===== config.mk =====
export PLATFORM = sky130hd
export DESIGN_NAME = traffic_light_monitor
export DESIGN_NICKNAME = d
export VERILOG_FILES = /design/src/rtl/traffic_light_monitor.sv
export SDC_FILE = /design/constraint.sdc
export NUM_CORES = 1
export LEC_CHECK = 0
export ABC_AREA = 1
export BUFFER_PORTS_ARGS = -buffer_cell sky130_fd_sc_hd__buf_4
export CORE_MARGIN = 3
export CORE_UTILIZATION = 25
export CTS_CLUSTER_DIAMETER = 200
export CTS_CLUSTER_SIZE = 30
export DETAILED_ROUTE_END_ITERATION = 7
export PLACE_DENSITY = 0.52
export SLEW_MARGIN = 10
export SYNTH_ARGS = -nofsm -noshare
export SYNTH_HDL_FRONTEND = slang
export SYNTH_SLANG_ARGS = --single-unit

===== constraint.sdc =====
create_clock -name clk -period 3.32 [get_ports clk]
set_clock_uncertainty 0.1 [all_clocks]
set_input_delay 0.664 -clock clk [delete_from_list [all_inputs] [get_ports clk]]
set_output_delay 0.664 -clock clk [all_outputs]
set_load 0.005 [all_outputs]

===== src/rtl/traffic_light_monitor.sv =====
// Passive checker for a two-way junction light bus: decodes both sides and flags illegal
// codes, sequence, conflict, fairness and dwell violations. Define TRAFFIC_LIGHT_MONITOR_COUNT_EN for cycle counters.
module traffic_light_monitor #(
  parameter int MAX_HOLD = 8,
  parameter int CNT_W    = 8
) (
  input  logic             clk,
  input  logic             rst_n,
  input  logic [2:0]       lights_a,
  input  logic [2:0]       lights_b,
  input  logic             clr,
  output logic [1:0]       phase_a,
  output logic [1:0]       phase_b,
  output logic             err_code,
  output logic             err_seq,
  output logic             err_conflict,
  output logic             err_fair,
  output logic             err_stall,
  output logic             err_any,
`ifdef TRAFFIC_LIGHT_MONITOR_COUNT_EN
  output logic [5:0]       first_err,
  output logic [CNT_W-1:0] cycles_a,
  output logic [CNT_W-1:0] cycles_b
`else
  output logic [5:0]       first_err
`endif
);

  localparam logic [1:0] PH_R  = 2'd0;
  localparam logic [1:0] PH_RA = 2'd1;
  localparam logic [1:0] PH_G  = 2'd2;
  localparam logic [1:0] PH_A  = 2'd3;

  localparam int HOLD_W = $clog2(MAX_HOLD + 2);
  localparam logic [HOLD_W-1:0] HOLD_LIM = HOLD_W'(MAX_HOLD);
  localparam logic [HOLD_W-1:0] HOLD_SAT = HOLD_W'(MAX_HOLD + 1);

  typedef enum logic [1:0] {
    T_UNKNOWN = 2'd0,
    T_A       = 2'd1,
    T_B       = 2'd2
  } turn_t;

  function automatic logic code_legal(input logic [2:0] c);
    return (c == 3'b100) || (c == 3'b110) || (c == 3'b001) || (c == 3'b010);
  endfunction

  function automatic logic [1:0] code_phase(input logic [2:0] c);
    case (c)
      3'b110:  return PH_RA;
      3'b001:  return PH_G;
      3'b010:  return PH_A;
      default: return PH_R;
    endcase
  endfunction

  // Phase encoding is ordered so every legal move is "hold" or "+1 modulo 4".
  function automatic logic step_ok(input logic [1:0] prev, input logic [1:0] cur);
    return (cur == prev) || (cur == prev + 2'd1);
  endfunction

  function automatic logic [HOLD_W-1:0] hold_step(input logic [HOLD_W-1:0] cnt,
                                                  input logic legal, input logic pv,
                                                  input logic [1:0] prev, input logic [1:0] cur);
    if (!legal || cur == PH_R) return '0;
    if (!pv || cur != prev) return HOLD_W'(1);
    if (cnt >= HOLD_SAT) return HOLD_SAT;
    return cnt + HOLD_W'(1);
  endfunction

  logic              pv_a, pv_b;
  logic [HOLD_W-1:0] hold_a, hold_b;
  turn_t             turn;

  logic              legal_a_p0, legal_b_p0;
  logic [1:0]        dec_a_p0, dec_b_p0;
  logic              red_a_p0, red_b_p0;
  logic              start_a_p0, start_b_p0;
  logic              done_a_p0, done_b_p0;
  logic [HOLD_W-1:0] hold_a_nxt_p0, hold_b_nxt_p0;
  logic              code_hit_p0, seq_hit_p0, conflict_hit_p0, fair_hit_p0, stall_hit_p0;
  logic              any_hit_p0;
  logic              code_nxt_p0, seq_nxt_p0, conflict_nxt_p0, fair_nxt_p0, stall_nxt_p0;

  // Decode and violation detection on the current sample
  assign legal_a_p0 = code_legal(lights_a);
  assign legal_b_p0 = code_legal(lights_b);
  assign dec_a_p0   = code_phase(lights_a);
  assign dec_b_p0   = code_phase(lights_b);
  assign red_a_p0   = legal_a_p0 && (dec_a_p0 == PH_R);
  assign red_b_p0   = legal_b_p0 && (dec_b_p0 == PH_R);

  assign start_a_p0 = legal_a_p0 && pv_a && (phase_a == PH_R) && (dec_a_p0 == PH_RA);
  assign start_b_p0 = legal_b_p0 && pv_b && (phase_b == PH_R) && (dec_b_p0 == PH_RA);
  assign done_a_p0  = legal_a_p0 && pv_a && (phase_a == PH_A) && (dec_a_p0 == PH_R);
  assign done_b_p0  = legal_b_p0 && pv_b && (phase_b == PH_A) && (dec_b_p0 == PH_R);

  assign hold_a_nxt_p0 = hold_step(hold_a, legal_a_p0, pv_a, phase_a, dec_a_p0);
  assign hold_b_nxt_p0 = hold_step(hold_b, legal_b_p0, pv_b, phase_b, dec_b_p0);

  assign code_hit_p0     = !legal_a_p0 || !legal_b_p0;
  assign seq_hit_p0      = (legal_a_p0 && pv_a && !step_ok(phase_a, dec_a_p0)) ||
                           (legal_b_p0 && pv_b && !step_ok(phase_b, dec_b_p0));
  assign conflict_hit_p0 = !red_a_p0 && !red_b_p0;
  assign fair_hit_p0     = (start_a_p0 && start_b_p0) ||
                           ((turn == T_A) && start_a_p0) ||
                           ((turn == T_B) && start_b_p0);
  assign stall_hit_p0    = (hold_a_nxt_p0 > HOLD_LIM) || (hold_b_nxt_p0 > HOLD_LIM);
  assign any_hit_p0      = code_hit_p0 || seq_hit_p0 || conflict_hit_p0 ||
                           fair_hit_p0 || stall_hit_p0;

  // A clear in the same cycle as a fresh violation still leaves that flag set
  assign code_nxt_p0     = (err_code     && !clr) || code_hit_p0;
  assign seq_nxt_p0      = (err_seq      && !clr) || seq_hit_p0;
  assign conflict_nxt_p0 = (err_conflict && !clr) || conflict_hit_p0;
  assign fair_nxt_p0     = (err_fair     && !clr) || fair_hit_p0;
  assign stall_nxt_p0    = (err_stall    && !clr) || stall_hit_p0;

  // Registered state and outputs
  always_ff @(posedge clk or negedge rst_n) begin
    if (!rst_n) begin
      phase_a      <= PH_R;
      phase_b      <= PH_R;
      pv_a         <= 1'b0;
      pv_b         <= 1'b0;
      hold_a       <= '0;
      hold_b       <= '0;
      turn         <= T_UNKNOWN;
      err_code     <= 1'b0;
      err_seq      <= 1'b0;
      err_conflict <= 1'b0;
      err_fair     <= 1'b0;
      err_stall    <= 1'b0;
      err_any      <= 1'b0;
      first_err    <= '0;
    end else begin
      if (legal_a_p0) phase_a <= dec_a_p0;
      if (legal_b_p0) phase_b <= dec_b_p0;
      pv_a   <= legal_a_p0;
      pv_b   <= legal_b_p0;
      hold_a <= hold_a_nxt_p0;
      hold_b <= hold_b_nxt_p0;

      // Simultaneous starts leave the turn where it was
      if (start_a_p0 && !start_b_p0)      turn <= T_A;
      else if (start_b_p0 && !start_a_p0) turn <= T_B;

      err_code     <= code_nxt_p0;
      err_seq      <= seq_nxt_p0;
      err_conflict <= conflict_nxt_p0;
      err_fair     <= fair_nxt_p0;
      err_stall    <= stall_nxt_p0;
      err_any      <= code_nxt_p0 || seq_nxt_p0 || conflict_nxt_p0 ||
                      fair_nxt_p0 || stall_nxt_p0;

      if (any_hit_p0 && (!err_any || clr)) first_err <= {lights_a, lights_b};
      else if (clr)                        first_err <= '0;
    end
  end

`ifdef TRAFFIC_LIGHT_MONITOR_COUNT_EN
  // Completed-cycle counters, one per A->R transition
  always_ff @(posedge clk or negedge rst_n) begin
    if (!rst_n) begin
      cycles_a <= '0;
      cycles_b <= '0;
    end else if (clr) begin
      cycles_a <= '0;
      cycles_b <= '0;
    end else begin
      cycles_a <= cycles_a + CNT_W'(done_a_p0);
      cycles_b <= cycles_b + CNT_W'(done_b_p0);
    end
  end
`else
  logic             unused_done;
  logic [CNT_W-1:0] unused_cnt;
  assign unused_done = done_a_p0 ^ done_b_p0;
  assign unused_cnt  = '0;
`endif

endmodule


==> metrics.cfg, run 1 <==
[run_status]
status = finished clean

[yosys]
syn_avg_cell_area_sq_um = 8.472
synth_top_family_by_area = simple AND/OR/NAND/NOR gates
synth-simple-area-share_pct = 40.13
synth_fp_nets = 224
yosys.area_share.adder_pct = 7.205
synth.mux.area_fraction_pct = 0
synth_flop_cell = sky130_fd_sc_hd__dfrtp_1
synth_area_sq_um = 1737
ys_seq_area_share_pct = 40.35
ys_seq_elements = 28
synth_edf_count = 0
syn_inst = 205
share_of_the_synthesized_area_in_compound_gates_ao_oa_aoi_oai_pct = 4.179
synthDistinctLibCells = 25
synthXorXnorAreaFrac_pct = 1.009
synth-async-reset-ratio_pct = 100.0
yosys_warnings = 0

[clocking]
worst_setup_hold_path_clk_slew_ns = 0.09
cts_setup_buffers = 0
worstSkewPairLatency_ns = 0.27
h-tree-depth = 1
tritoncts_clock_tree = yes
root_buffer = sky130_fd_sc_hd__clkbuf_8
tritoncts.num_buffers = 3
cts_buffer_depth = 2
cts.sink_count = 28
post_cts.resized_instances = 0
cts_hold_buffers = 0

[critical_path]
worst-path-stages = 14
path_cells = buf_4 -> inv_1 -> nor2_1 -> nand3_1 -> inv_1 -> ha_1 -> o21bai_1 -> nor2_1 -> nand2_1 -> nor2_4 -> nand3_4 -> nand2_4 -> nand3_2 -> nand2_1
critical-path-max-stage-delay_ns = 0.18
crit_arrival_ns = 2.31
crit_path_end = first_err[3]
setup.reg_to_reg.worst_slack_ns = 1.16
critPathBufInv = 3
worstReg2RegStart = phase_a[1]
largest_fanout_on_the_critical_path = 7
reg2reg_depth = 13
critPathCaptureType = register
worstPathRequired_ns = 3.43
path_delay_family = simple AND/OR/NAND/NOR gates
worst-setup-path-type = input port to register
master_of_the_slowest_instance_on_the_critical_path = sky130_fd_sc_hd__ha_1
cp-startpoint = lights_a[2]
worstReg2RegEnd = first_err[3]
setup.worst_path.start_class = input port

[place]
hpwlAfterDp_mm = 2.926
port_buffers = 24
post-place-cells = 305
gp_routability_congestion = 0.7901
place_worst_setup_slack_ns = 0.8408

[drt]
vias_per_cell = 4.474
route.final.wire_length_mm = 3.729
drc = 0
antenna_left = 0
num_vias = 1378
drt_iter0_drc = 58
drtPass1Iterations = 4
avgRoutedWirePerCell_um = 12.11

[floorplanning]
dieWidth_um = 89.35
die_height_um = 89.35
floorplan.initialDensity_pct = 26.59
floorplan.core_area_sq_um = 6531
site_rows = 29
io-pin-count = 25
die_area_sq_um = 7983

[sta]
timing.final.crit_period_ns = 2.199
setup_repair_after_global_routing_missed_its_margin = false
worst_slew_margin_rel_pct = 67.11
finalCritPeriodShare_pct = 66.23
actual_transition_at_the_worst_max_transition_pin_ns = 0.4928
finalSetupViolCount = 0
max_transition_viols_final = 0
report.final.hold_viol_count = 0
postLayoutSetupSlackWorst_ns = 1.121
setup_tns_ns = 0
maxClockFrequency_ghz = 0.4548

[global_routing]
antenna_found_initial = 0
grt_util_all_layers_pct = 10.50
grt_start_max_net_pins = 29
number_of_global_route_vias_before_repair = 1393
grt_overflow = 0
grt_pass1_wl_mm = 6.610

[finish]
insertedDiodeCount = 0
layoutNonFillerInstCount = 308
layout.cells.most_common = sky130_fd_sc_hd__nand2_1
final_nets = 252
layout.core_utilization_pct = 31.34
drive_above_1_share_pct = 29.00
areaGrowthSynthToFinish_pct = 17.87
fill_cells = 699
most_frequent_cells_in_the_layout = 43 x sky130_fd_sc_hd__nand2_1, 28 x sky130_fd_sc_hd__dfrtp_1, 24 x sky130_fd_sc_hd__inv_1, 24 x sky130_fd_sc_hd__buf_4, 20 x sky130_fd_sc_hd__nand3_1

[pwr]
vdd_ir_drop_max_v = 0.0001502
static-leakage-power_nw = 1.033
power_density_nw_per_um2 = 376.2

[hold_path]
timing.hold.worst.class = input port to async pin

[flow_run]
drv.max_cap_violation_count = 0

## worst min path at each step
| stage | from | to | slack [ns] | cells after the start |
|---|---|---|---|---|
| global route | rst_n | phase_b[0] | 0.22 | 1 |
| detailed placement | err_stall | err_stall | 0.39 | 2 |
| floorplan | rst_n | err_any | 0.27 | 0 |
| finish | rst_n | phase_b[0] | 0.20 | 1 |
| global placement | err_stall | err_stall | 0.40 | 2 |
| CTS | rst_n | phase_b[0] | 0.21 | 1 |
## cell type report
cell class                      count  area, sq um  area share (%)
Timing Repair Buffer               24        180.2           8.802
Tap cell                           77        96.34           4.707
Clock buffer                        3        41.29           2.017
Multi-Input combinational cell    145        912.1           44.56
Sequential cell                    28        700.7           34.23
Inverter                           31        116.4           5.685
## sequential cells by signal (all words and copies together), names as in the netlist
| name | count |
|---|---|
| err_conflict | 1 |
| err_any | 1 |
| err_fair | 1 |
| first_err | 6 |
| phase_a | 2 |
| phase_b | 2 |
| err_code | 1 |
| turn | 2 |
| hold_b | 4 |
| err_seq | 1 |
| err_stall | 1 |
| hold_a | 4 |
| pv_b | 1 |
| pv_a | 1 |
## stage by stage
| stage | hold WS (ns) | power (W) | area, sq um |
|---|---|---|---|
| finish | 0.2016 | 0.0007701 | 2047 |
| global route | 0.2156 | 0.0008376 | 2047 |
| CTS | 0.2102 | 0.0007866 | 2047 |
| detailed placement | 0.3902 | 0.0005961 | 2006 |
| global placement | 0.4002 | 0.0005947 | 2006 |
| floorplan | 0.2684 | 0.0005215 | 1737 |
## cell usage after synthesis (2+ instances only)
cell / instances / area, sq um
sky130_fd_sc_hd__dfrtp_1: 28 / 700.7
sky130_fd_sc_hd__ha_1: 10 / 125.1
sky130_fd_sc_hd__inv_1: 24 / 90.09
sky130_fd_sc_hd__inv_2: 7 / 26.28
sky130_fd_sc_hd__nand2_1: 43 / 161.4
sky130_fd_sc_hd__nand2_2: 10 / 62.56
sky130_fd_sc_hd__nand2_4: 6 / 67.56
sky130_fd_sc_hd__nand3_1: 20 / 100.1
sky130_fd_sc_hd__nand3_2: 9 / 90.09
sky130_fd_sc_hd__nand3_4: 2 / 35.03
sky130_fd_sc_hd__nand3b_1: 5 / 37.54
sky130_fd_sc_hd__nand4_1: 2 / 12.51
sky130_fd_sc_hd__nor2_1: 9 / 33.78
sky130_fd_sc_hd__nor2_2: 2 / 12.51
sky130_fd_sc_hd__nor2_4: 3 / 33.78
sky130_fd_sc_hd__nor3_1: 5 / 25.02
sky130_fd_sc_hd__nor4_1: 2 / 12.51
sky130_fd_sc_hd__o21a_1: 2 / 15.01
sky130_fd_sc_hd__o21ai_0: 9 / 45.04
sky130_fd_sc_hd__xor2_1: 2 / 17.52
## power breakdown
part | switching [W] | internal, W
registers | 0.0000217 | 0.000371
clock network | 0.000102 | 0.0000814
logic | 0.000114 | 0.0000805
total | 0.000237 | 0.000533
## layer usage
layer	share of wire [%]	track usage [%]	vias to the layer above
met5	0	0	-
met2	44	16.28	25
met1	51	14.90	639
met4	0.91	2.842	0
met3	4.2	2.028	4
li1	-	-	710
## kinds of logic after synthesis
kind of cell / Yosys count
simple gates: 120
buf+inv: 32
compound gates: 13
flops: 28
xor+xnor: 2
fa+ha+maj: 10
(Power assumes the default switching activity.)
==> inputs of run 2 (changes only) <==
ABC_AREA = 0   (was 1)
clock period = 2.1 ns   (was 3.32 ns; I/O delays follow)
==> metrics.cfg, run 2 <==
[floorplanning]
die_area_sq_um = 8288  ; +3.8%
die_height_um = 91.04  ; +1.9%
dieWidth_um = 91.04  ; +1.9%
site_rows = 30  ; +3.4%
io-pin-count = 25  ; unchanged
floorplan.core_area_sq_um = 6907  ; +5.7%
floorplan.initialDensity_pct = 26.18  ; -0.41 points

[drt]
drt_iter0_drc = 39  ; -33%
avgRoutedWirePerCell_um = 12.71  ; +5.0%
route.final.wire_length_mm = 4.461  ; +20%
drtPass1Iterations = 4  ; unchanged
drc = 0  ; unchanged
num_vias = 1612  ; +17%
antenna_left = 0  ; unchanged
vias_per_cell = 4.593  ; +2.7%

[pwr]
static-leakage-power_nw = 1.210  ; +17%
vdd_ir_drop_max_v = 0.0002480  ; +65%
finalPower_w = 0.001435  ; +86%
power_density_nw_per_um2 = 536.1  ; +42%

[finish]
largest_reg_flops = 6  ; unchanged
final_nets = 275  ; +9.1%
largest-register = first_err
drive_above_1_share_pct = 48.24  ; +19 points
layout.cells.most_common = sky130_fd_sc_hd__buf_4
final_area_sq_um = 2676  ; +31%
reg.largest.list = first_err: 6 flops, hold_a: 4 flops, hold_b: 4 flops
most_frequent_cells_in_the_layout = 79 x sky130_fd_sc_hd__buf_4, 26 x sky130_fd_sc_hd__dfrtp_1, 12 x sky130_fd_sc_hd__nor2_1
insertedDiodeCount = 0  ; unchanged
fill_cells = 723  ; +3.4%
areaGrowthSynthToFinish_pct = 48.03

[sta]
report.final.hold_viol_count = 0  ; unchanged
finalHoldWorstSlack_ns = 0.3712  ; +0.1696 ns
finalCritPeriodShare_pct = 112.6
finalSetupViolCount = 8  ; +8
max_transition_viols_final = 0  ; unchanged
maxClockFrequency_ghz = 0.4230
postLayoutSetupSlackWorst_ns = -0.2640  ; -1.385 ns
timing.final.crit_period_ns = 2.364
setup_repair_after_global_routing_missed_its_margin = true
actual_transition_at_the_worst_max_transition_pin_ns = 0.4766  ; -0.01617 ns
worst_slew_margin_rel_pct = 67.93  ; +0.82 points

[critical_path]
worstReg2RegStart = hold_b[0]
largest_fanout_on_the_critical_path = 6  ; -1
worst-setup-path-type = register to register
worstReg2RegEnd = first_err[5]
crit_arrival_ns = 2.43  ; +0.12 ns
worstPathRequired_ns = 2.16  ; -1.27 ns
critPathCaptureType = register
cp-startpoint = hold_b[0]
reg2reg_depth = 8  ; -5
crit_path_end = first_err[5]
setup.reg_to_reg.worst_slack_ns = -0.26  ; -1.42 ns
setup.worst_path.start_class = register

[yosys]
synth_edf_count = 0  ; unchanged
yosysTopAreaCellShare_pct = 38.75  ; -1.6 points
ys_top_cells_by_area = sky130_fd_sc_hd__dfrtp_1 39%, sky130_fd_sc_hd__ha_1 6.9%, sky130_fd_sc_hd__xnor2_1 3.9%
synthDistinctLibCells = 56  ; +120%
synth_fp_nets = 199  ; -11%
synth-async-reset-ratio_pct = 100.0  ; unchanged
synth_area_sq_um = 1808  ; +4.1%
yosys_warnings = 0  ; unchanged
syn_inst = 180  ; -12%
ys_top_cells_by_count = 28 x sky130_fd_sc_hd__dfrtp_1, 17 x sky130_fd_sc_hd__inv_1, 12 x sky130_fd_sc_hd__nor2_1
ys_seq_area_share_pct = 38.75  ; -1.6 points
ys_seq_elements = 28  ; unchanged
yosys.cell_count.top_type = sky130_fd_sc_hd__dfrtp_1
cell_taking_the_most_area_after_synthesis = sky130_fd_sc_hd__dfrtp_1
syn_avg_cell_area_sq_um = 10.04  ; +19%
synth_flop_cell = sky130_fd_sc_hd__dfrtp_1

[place]
gp_routability_congestion = 0.7753  ; -1.9%
port_buffers = 24  ; unchanged
standard_cell_area_after_detailed_placement_sq_um = 2494  ; +24%
hpwlAfterDp_mm = 3.520  ; +20%
place_worst_setup_slack_ns = -0.4265  ; -1.267 ns

[global_routing]
grt_overflow = 0  ; unchanged
grt_start_max_net_pins = 29  ; unchanged
grt_pass1_wl_mm = 8.107  ; +23%
number_of_global_route_vias_before_repair = 1735  ; +25%
grt_util_all_layers_pct = 11.51  ; +1.0 points
antenna_found_initial = 0  ; unchanged

[flow_run]
drv.max_cap_violation_count = 0  ; unchanged

[clocking]
root_buffer = sky130_fd_sc_hd__clkbuf_8
tritoncts_clock_tree = yes
cts_buffer_depth = 2  ; unchanged
tritoncts.num_buffers = 3  ; unchanged
cts.sink_count = 28  ; unchanged
worstSkewPairLatency_ns = 0.27  ; about the same
h-tree-depth = 1  ; unchanged
worst_setup_hold_path_clk_slew_ns = 0.10  ; about the same

[run_status]
status = finished, violations left
failing_checks = negative setup slack

[hold_path]
timing.hold.worst.class = input port to register

-- run 2: metal layers --
metal | GRT usage, % | wire length, um | vias to the layer above
li1 | - | - | 808
met1 | 15.22 | 2097 | 780
met2 | 19.74 | 2196 | 20
met3 | 1.657 | 131 | 4
met4 | 2.764 | 36 | 0
met5 | 0 | 0 | -
-- run 2: worst min path at each step --
stage                            end   startpoint  slack [ns]  cells past startpoint
after floorplan              err_any        rst_n        0.02                      0
after global placement     hold_b[1]        rst_n        0.27                      1
after detailed placement   hold_b[1]        rst_n        0.27                      1
after CTS                   err_fair          clr        0.35                      3
after global routing      phase_a[1]  lights_a[0]        0.38                      3
final                     phase_a[1]  lights_a[0]        0.37                      3
-- run 2: final cells by class --
type / instances / area, sq um / share of cell area [%]
Inverter: 17 / 63.81 / 2.384
Tap cell: 96 / 120.1 / 4.488
Timing Repair Buffer: 80 / 603.1 / 22.53
Multi-Input combinational cell: 126 / 1141 / 42.64
Sequential cell: 28 / 703.2 / 26.27
Clock buffer: 4 / 45.04 / 1.683
-- run 2: what timing repair did --
item / 4_1_cts / 5_1_grt
endpoints found under the setup margin: 8 / 9
gates resized for setup: 4 / 11
setup buffers: 2 / 6
hold buffers: 1 / 0
hold endpoints to repair: 28 / 0
pin swaps: 9 / 6
-- run 2: worst max-delay path, cell delays in order (launching register included) --
cell	delay [ns]
sky130_fd_sc_hd__dfrtp_1	0.41
sky130_fd_sc_hd__inv_1	0.06
sky130_fd_sc_hd__ha_1	0.13
sky130_fd_sc_hd__or3b_4	0.39
sky130_fd_sc_hd__a211o_1	0.30
sky130_fd_sc_hd__o2bb2ai_4	0.15
sky130_fd_sc_hd__o221ai_4	0.15
sky130_fd_sc_hd__nand4bb_4	0.28
sky130_fd_sc_hd__a32o_2	0.27
-- run 2: power by group --
group / switching, W / internal (W) / total [W]
clock: 0.000167 / 0.000136 / 0.000303
combinational: 0.000233 / 0.000282 / 0.000515
sequential: 0.0000328 / 0.000584 / 0.000617
-- run 2: cell families after synthesis --
logic type / Yosys count / synth area share [%]
AOI/OAI and AO/OA: 51 / 24.36
DFF: 28 / 38.75
and+or+nand+nor: 55 / 18.82
buffers and inverters: 26 / 6.090
xor gates and xnor gates: 8 / 3.876
adders and majority gates: 10 / 6.920
muxes: 2 / 1.176
-- run 2: metrics by stage --
step,util [%],setup TNS (ns),instances
after global placement,36.11,-2.979,338
after CTS,37.55,-2.412,345
after global routing,38.75,-2.805,351
after floorplan,-,-1.387,180
after detailed placement,36.11,-2.961,338
final,38.75,-1.774,351
